$ cat src/rtl/mips16_pkg.sv
// Shared MIPS16 definitions: opcodes, multicycle FSM states and
// datapath select encodings used by both control decoders.
package mips16_pkg;

   localparam logic [2:0] OP_RTYPE = 3'b000;
   localparam logic [2:0] OP_LW    = 3'b001;
   localparam logic [2:0] OP_SW    = 3'b010;
   localparam logic [2:0] OP_J     = 3'b011;
   localparam logic [2:0] OP_ADDI  = 3'b100;

   typedef logic [3:0] state_t;

   localparam state_t S_IDLE   = 4'd0;
   localparam state_t S_FETCH  = 4'd1;
   localparam state_t S_DECODE = 4'd2;
   localparam state_t S_ADDR   = 4'd3;
   localparam state_t S_MEM_RD = 4'd4;
   localparam state_t S_MEM_WR = 4'd5;
   localparam state_t S_WB_MEM = 4'd6;
   localparam state_t S_EXEC_R = 4'd7;
   localparam state_t S_WB_R   = 4'd8;
   localparam state_t S_EXEC_I = 4'd9;
   localparam state_t S_WB_I   = 4'd10;
   localparam state_t S_JUMP   = 4'd11;

   localparam logic [1:0] ALUOP_FUNCT = 2'b00;
   localparam logic [1:0] ALUOP_ADD   = 2'b11;

   localparam logic [1:0] SRCB_REG    = 2'b00;
   localparam logic [1:0] SRCB_CONST2 = 2'b01;
   localparam logic [1:0] SRCB_IMM    = 2'b10;

   localparam logic [1:0] PCSRC_ALU  = 2'b00;
   localparam logic [1:0] PCSRC_JUMP = 2'b10;

   typedef struct packed {
      logic       pc_write;
      logic       ir_write;
      logic       iord;
      logic       mem_read;
      logic       mem_write;
      logic       mem_to_reg;
      logic       reg_dst;
      logic       reg_write;
      logic       alu_src_a;
      logic [1:0] alu_src_b;
      logic [1:0] alu_op;
      logic [1:0] pc_source;
      logic       instr_done;
      logic       illegal_op;
   } ctrl_t;

   function automatic logic op_is_legal(input logic [2:0] op);
      return op inside {OP_RTYPE, OP_LW, OP_SW, OP_J, OP_ADDI};
   endfunction

endpackage

$ cat src/rtl/mc_ctrl_decode.sv
// State-to-control-word decode for the multicycle controller;
// only the fetch and memory-write strobes look at mem_ready.
module mc_ctrl_decode
   import mips16_pkg::*;
(
   input  state_t     i_state,
   input  logic       i_mem_ready,
   input  logic [2:0] i_op,
   output ctrl_t      o_ctrl
);

   always_comb begin
      o_ctrl = '0;
      case (i_state)
         S_FETCH: begin
            o_ctrl.mem_read  = 1'b1;
            o_ctrl.alu_src_b = SRCB_CONST2;
            o_ctrl.pc_source = PCSRC_ALU;
            o_ctrl.ir_write  = i_mem_ready;
            o_ctrl.pc_write  = i_mem_ready;
         end
         S_DECODE: begin
            o_ctrl.illegal_op = ~op_is_legal(i_op);
         end
         S_ADDR, S_EXEC_I: begin
            o_ctrl.alu_src_a = 1'b1;
            o_ctrl.alu_src_b = SRCB_IMM;
            o_ctrl.alu_op    = ALUOP_ADD;
         end
         S_MEM_RD: begin
            o_ctrl.iord     = 1'b1;
            o_ctrl.mem_read = 1'b1;
         end
         S_MEM_WR: begin
            o_ctrl.iord       = 1'b1;
            o_ctrl.mem_write  = 1'b1;
            o_ctrl.instr_done = i_mem_ready;
         end
         S_WB_MEM: begin
            o_ctrl.reg_write  = 1'b1;
            o_ctrl.mem_to_reg = 1'b1;
            o_ctrl.instr_done = 1'b1;
         end
         S_EXEC_R: begin
            o_ctrl.alu_src_a = 1'b1;
            o_ctrl.alu_src_b = SRCB_REG;
            o_ctrl.alu_op    = ALUOP_FUNCT;
         end
         S_WB_R: begin
            o_ctrl.reg_write  = 1'b1;
            o_ctrl.reg_dst    = 1'b1;
            o_ctrl.instr_done = 1'b1;
         end
         S_WB_I: begin
            o_ctrl.reg_write  = 1'b1;
            o_ctrl.instr_done = 1'b1;
         end
         S_JUMP: begin
            o_ctrl.pc_write   = 1'b1;
            o_ctrl.pc_source  = PCSRC_JUMP;
            o_ctrl.instr_done = 1'b1;
         end
         default: o_ctrl = '0;
      endcase
   end

endmodule

$ cat src/rtl/multicycle_control.sv
// Multicycle MIPS16 control unit: state register, sequencing
// and retired-instruction counter around the control decode.
module multicycle_control
   import mips16_pkg::*;
(
   input  logic        clk,
   input  logic        rst_n,
   input  logic [2:0]  op,
   input  logic        mem_ready,
   output logic        pc_write,
   output logic        ir_write,
   output logic        iord,
   output logic        mem_read,
   output logic        mem_write,
   output logic        mem_to_reg,
   output logic        reg_dst,
   output logic        reg_write,
   output logic        alu_src_a,
   output logic [1:0]  alu_src_b,
   output logic [1:0]  alu_op,
   output logic [1:0]  pc_source,
   output logic        instr_done,
   output logic        illegal_op,
   output logic [15:0] instr_count
);

   state_t      r_state;
   state_t      w_next;
   ctrl_t       w_ctrl;
   logic [15:0] r_count;

   mc_ctrl_decode u_dec (
      .i_state     (r_state),
      .i_mem_ready (mem_ready),
      .i_op        (op),
      .o_ctrl      (w_ctrl)
   );

   always_comb begin
      w_next = r_state;
      case (r_state)
         S_IDLE:   w_next = S_FETCH;
         S_FETCH:  if (mem_ready) w_next = S_DECODE;
         S_DECODE: begin
            case (op)
               OP_RTYPE:     w_next = S_EXEC_R;
               OP_LW, OP_SW: w_next = S_ADDR;
               OP_ADDI:      w_next = S_EXEC_I;
               OP_J:         w_next = S_JUMP;
               default:      w_next = S_FETCH;
            endcase
         end
         S_ADDR:   w_next = (op == OP_LW) ? S_MEM_RD : S_MEM_WR;
         S_MEM_RD: if (mem_ready) w_next = S_WB_MEM;
         S_MEM_WR: if (mem_ready) w_next = S_FETCH;
         S_EXEC_R: w_next = S_WB_R;
         S_EXEC_I: w_next = S_WB_I;
         S_WB_MEM, S_WB_R, S_WB_I, S_JUMP:
                   w_next = S_FETCH;
         default:  w_next = S_IDLE;
      endcase
   end

   always_ff @(posedge clk or negedge rst_n) begin
      if (!rst_n) r_state <= S_IDLE;
      else        r_state <= w_next;
   end

   // Counter wraps naturally at 16 bits
   always_ff @(posedge clk or negedge rst_n) begin
      if (!rst_n)                 r_count <= 16'd0;
      else if (w_ctrl.instr_done) r_count <= r_count + 16'd1;
   end

   assign pc_write    = w_ctrl.pc_write;
   assign ir_write    = w_ctrl.ir_write;
   assign iord        = w_ctrl.iord;
   assign mem_read    = w_ctrl.mem_read;
   assign mem_write   = w_ctrl.mem_write;
   assign mem_to_reg  = w_ctrl.mem_to_reg;
   assign reg_dst     = w_ctrl.reg_dst;
   assign reg_write   = w_ctrl.reg_write;
   assign alu_src_a   = w_ctrl.alu_src_a;
   assign alu_src_b   = w_ctrl.alu_src_b;
   assign alu_op      = w_ctrl.alu_op;
   assign pc_source   = w_ctrl.pc_source;
   assign instr_done  = w_ctrl.instr_done;
   assign illegal_op  = w_ctrl.illegal_op;
   assign instr_count = r_count;

endmodule

$ cat config.mk
export PLATFORM = sky130hd
export DESIGN_NAME = multicycle_control
export DESIGN_NICKNAME = d
export VERILOG_FILES = /design/src/rtl/mips16_pkg.sv /design/src/rtl/mc_ctrl_decode.sv /design/src/rtl/multicycle_control.sv
export SDC_FILE = /design/constraint.sdc
export NUM_CORES = 1
export LEC_CHECK = 0
export ABC_AREA = 1
export CAP_MARGIN = 20
export CELL_PAD_IN_SITES_DETAIL_PLACEMENT = 1
export CELL_PAD_IN_SITES_GLOBAL_PLACEMENT = 1
export CORE_MARGIN = 5
export CORE_UTILIZATION = 33
export DETAILED_ROUTE_END_ITERATION = 7
export MAX_ROUTING_LAYER = met4
export PLACE_DENSITY = 0.81
export SLEW_MARGIN = 30
export SYNTH_ARGS = -nofsm -noshare
export SYNTH_HDL_FRONTEND = slang
export SYNTH_HIERARCHICAL = 1
export SYNTH_SLANG_ARGS = --single-unit
$ cat constraint.sdc
create_clock -name clk -period 2.4 [get_ports clk]
set_clock_uncertainty 0.1 [all_clocks]
set_input_delay 0.6 -clock clk [delete_from_list [all_inputs] [get_ports clk]]
set_output_delay 0.6 -clock clk [all_outputs]
set_load 0.01 [all_outputs]
Word-level counts from Yosys, hierarchy flattened. Index checks and enable logic that the tools add are counted.

$add $sub $neg: 1. Multiplexer cells: 20. Bitwise logic cells: 1. Equal/unequal tests: 18. Reductions and logical operators: 12.

Operator list (count): $pmux 4 s8 (1); $add 16x1->16 const B (1); $eq 4x3->1 const B (4); $eq 4x4->1 const B (4); $pmux 4 s4 (1); $mux 4 (3); $mux 1 (10); $eq 4x2->1 const B (2); $reduce_or 2->1 (4); $eq 3x2->1 const B (2); $ne 2x2->1 const B (3); $reduce_or 3->1 (2); $reduce_bool 5->1 (1); $reduce_or 5->1 (1); $eq 4x1->1 const B (1); $logic_not 4->1 (1); $mux 2 (2); $pmux 1 s2 (2); $pmux 2 s2 (1); $reduce_or 4->1 (1); $eq 3x1->1 const B (1); $eq 3x3->1 const B (1); $logic_not 3->1 (1); $reduce_and 3->1 (1); $not 1->1 (1).

Word-level logic and storage cells: 54. Output and inout bits: 33. Input bits: 6. Register bits: 20.

Logic depth before layout (Yosys ltp).
Depth after elaboration: 4. Gate-level depth with buffers: 13. Mapped depth without buffers: 12.

By module. The synthesis kept the hierarchy.

By module, submodules not included: multicycle_control (area each 1071.0 um^2, cells an instance 134, times used 1, sequential area each 500.5 um^2); mc_ctrl_decode (area each 230.2 um^2, cells an instance 42, times used 1, sequential area each 0.0 um^2).

Least setup slack after synthesis. Ideal clock, no wire load.

Path type: reg-to-reg. Start: register r_state[1]. End: register r_count[15], in the netlist instr_count[15]. Slack: 0.499 ns. Stages on the path, launching flop included: 11. Arrival: 1.688 ns. Clock period less this slack: 1.901 ns. Data required time: 2.187 ns. Cell sequence: dfrtp_1 > buf_2 > nand4_1 > nand3_1 > nand2_2 > nor2_4 > nand3_4 > nor2_4 > nand3_1 > nand2_1 > inv_1.

Word-level cells in the longest chain between the ends: 3. Elaborated cells between the ends (all ways): 7. Those cells by class: eq/ne: 5; mux: 1; reduce/logical: 1.

RTL lines: from (decl) (line multicycle_control.sv:27) `state_t r_state;`; from (signal assigned) (line multicycle_control.sv:66) `else r_state <= w_next;`; $eq 4x4->1 / $eq 4x3->1 (equally long branches) (line mc_ctrl_decode.sv:14) `case (i_state)`; $reduce_or 4->1 (no source line); $pmux 1 s2 (*) (line mc_ctrl_decode.sv:14); via instr_done (line multicycle_control.sv:22) `output logic instr_done,`; to (signal assigned) (line multicycle_control.sv:72) `else if (w_ctrl.instr_done) r_count <= r_count + 16'd1;`; to (decl) (line multicycle_control.sv:30) `logic [15:0] r_count;`.

The timed path passes the listed nets; every way through them passes the cells marked *. A chain may end at the register's enable or synchronous reset.

Final worst setup path.
Start: register r_state[1]. End: output port reg_dst.

Word-level cells in the longest chain between the ends: 2.

RTL lines: $eq 4x4->1 (line mc_ctrl_decode.sv:14); $mux 1 (line mc_ctrl_decode.sv:14); to (decl) (line multicycle_control.sv:16) `output logic reg_dst,`.

Every way passes these cells.

==> flow_summary_export.csv <==
group,metric,value,unit
floorplanning,die_h,72.8,um
drt,detail-route-antenna-nets,0,
logic_synthesis,synth.avg_cell_area,7.39,sq um
cells_and_area,final_cell_mix,"nand2_1, inv_1, clkdlybuf4s50_1, nor2_1, dfrtp_1",
clock_network,htreeDepth,1,
setup_path,cp-start-kind,"register",
clock_network,path_clk_slew,0.08,ns
setup_path,cp_top_family,"buffers and inverters",
clock_network,cts.sinks,20,
logic_synthesis,ys.warnings.count,6,
logic_synthesis,async_flop_share,100,%
drt,drt-wirelength-per-cell,12.9,um
floorplanning,die_w,72.8,um
setup_path,arrival,1.64,ns
timing,hold-worst-slack,0.411,ns
logic_synthesis,syn-num-nets,183,
floorplanning,std_cell_rows,22,
drt,routed_wirelength,3490,um
logic_synthesis,synth_flop_cell,"dfrtp_1",
pwr,p_leak,0.987,nW
drt,remaining_drc_errors,0,
min_path,min_path_type,"register to register",
drt,first_pass_iters,4,
cells_and_area,final_nets,230,
pwr,internal_power,956,uW
timing,setup_viol,0,
pwr,ir_drop,0.000396,V
timing,maxClockFrequency,428,MHz
placement,portBuffers,37,
global_route,grt_max_degree,21,
logic_synthesis,synth-edff-count,0,
timing,finalHoldViolCount,0,
global_route,grt_pass1_wl,6110,um
setup_path,critPathSlowestCell,"clkdlybuf4s50_1",
pwr,p_per_area,907,nW/um^2
clock_network,root_buffer,"clkbuf_8",
timing,rsz0062_at_grt,"no",
placement,dpl_cell_area,1760,sq um
pwr,finalPower,1.66,mW
pwr,power_frac_seq,31.0,%
pwr,power_frac_comb,53.3,%
logic_synthesis,yosys_register_bits,20,
timing,fin_crit_sh,97.4,%
pwr,switching_share,42.6,%
pwr,switchingPower,709,uW
cells_and_area,n_antenna_cell,0,
logic_synthesis,synth_top_area_share,38.5,%
placement,hpwlAfterDp,2840,um
setup_path,critPathBufInv,2,
placement,place_congestion,0.852,
timing,drv_slew,0,
cells_and_area,syn_to_final_growth,41.0,%
setup_path,max_stage_delay,0.55,ns
setup_path,worst-setup-path-type,"register to output port",
clock_network,worstSkewPairLatency,0.26,ns
logic_synthesis,synth_area_leader_cell,"dfrtp_1",
floorplanning,initial_core_util,34.8,%
clock_network,cts_tree,"built",
global_route,antenna_found_initial,0,
clock_network,cts_buffer_depth,2,
setup_path,cp_data_required_time,1.70,ns
logic_synthesis,synthCells,176,
setup_path,endpoint_kind,"output port",
floorplanning,pin_count,39,
global_route,first_global_vias,1296,
cells_and_area,fillers,481,
logic_synthesis,synthesis.area,1300,sq um
cells_and_area,drive_gt1_share,14.9,%
cells_and_area,layout_commonest_cell,"nand2_1",
drt,via_count,1247,
setup_path,crit_chain,"inv_1 -> nand2_1 -> nor2_1 -> clkdlybuf4s50_1",
global_route,grtUsageTotal,15.0,%
global_route,overflow,0,
floorplanning,coreArea,3740,sq um
timing,layout_min_cycle_time,2.34,ns
logic_synthesis,ys_types,26,
job,max_cap_viol_count,0,
clock_network,hold_buffers,0,
setup_path,path_max_fanout,10,
cells_and_area,fin_area,1830,sq um
pwr,p_clk_share,15.7,%
drt,via_per_inst,4.62,
clock_network,cts_made_buffers,3,
setup_path,r2r_slack,0.50,ns
cells_and_area,utilization,49.0,%
floorplanning,die_area,5300,sq um
outcome,status,"finished clean",
drt,first_iter_violations,25,
logic_synthesis,synth.area.top_cells,"dfrtp_1, nand2_1, inv_1",
logic_synthesis,synth_seq_area_share,38.5,%
## through the flow
stage / worst slack, ns / TNS, ns / cells
global placement: -0.154 / -0.453 / 264
CTS: 0.00891 / 0 / 268
global route: 0.0000414 / 0 / 270
floorplan: 0.499 / 0 / 176
finish: 0.0619 / 0 / 270
detailed placement: -0.168 / -0.524 / 264
## path summary, 6_finish.rpt
path,from,endpoint,cells past startpoint
max,r_state[1],reg_dst,4
min,instr_count[13],instr_count[13],2
max reg2reg,r_state[1],instr_count[15],10
min reg2reg,instr_count[13],instr_count[13],2
max in group asynchronous,rst_n,r_state[2],2
min in group asynchronous,rst_n,instr_count[0],2
## sequential cells by signal, indices dropped and copies added (netlist names)
register / cells
instr_count: 16
r_state: 4
## cells in the mapped netlist (3+ instances only)
master / number
dfrtp_1: 20
nand3_1: 16
nor2_4: 4
xor2_1: 10
o21ai_0: 6
nand2_1: 42
nor3_1: 4
nor2_1: 17
buf_4: 3
inv_1: 30
nand2_2: 3
inv_2: 3
## timing repair
| action | 4_1_cts | 5_1_grt |
|---|---|---|
| buffers inserted | 0 | 2 |
| endpoints found under the setup margin | 13 | 6 |
| cloned | 0 | 0 |
| gates resized for setup | 8 | 4 |
## layer usage
layer	vias to the layer above	global-route usage (%)	routed length (um)
met5	-	-	0
met4	0	3.07	31
met3	2	3.03	111
met2	20	26.1	1830
met1	601	17.8	1510
li1	624	-	-
## logic make-up after synthesis
kind of cell	share of synthesized area (%)
AO/OA/AOI/OAI	4.81
XOR/XNOR	8.08
adder cells (fa/ha/maj)	0.961
buffers and inverters	11.6
flip-flops	38.5
other	0.288
AND/OR/NAND/NOR	35.8
## power groups by stage
| stage | Combinational, mW | Sequential [mW] | Clock (mW) |
|---|---|---|---|
| detailed placement | 0.904 | 0.525 | 0 |
| finish | 0.887 | 0.517 | 0.261 |
| CTS | 0.886 | 0.522 | 0.269 |
| global placement | 0.883 | 0.519 | 0 |
| global route | 0.982 | 0.534 | 0.282 |
| floorplan | 0.489 | 0.523 | 0 |
## final cells by class
class                           instances  area, sq um  share of cell area (%)
Timing Repair Buffer                   46          442                    24.1
Multi-Input combinational cell        119          649                    35.4
Tap cell                               48         60.1                    3.27
Sequential cell                        20          504                    27.5
Inverter                               33          124                    6.75
Clock buffer                            4         55.1                    3.00
## tightest hold or removal path, cell delays in order, from the launching register on
cell     delay [ns]
dfrtp_1        0.37
nand2_1        0.06
nand2_1        0.05
No activity file was read; power rests on OpenSTA's default activity.
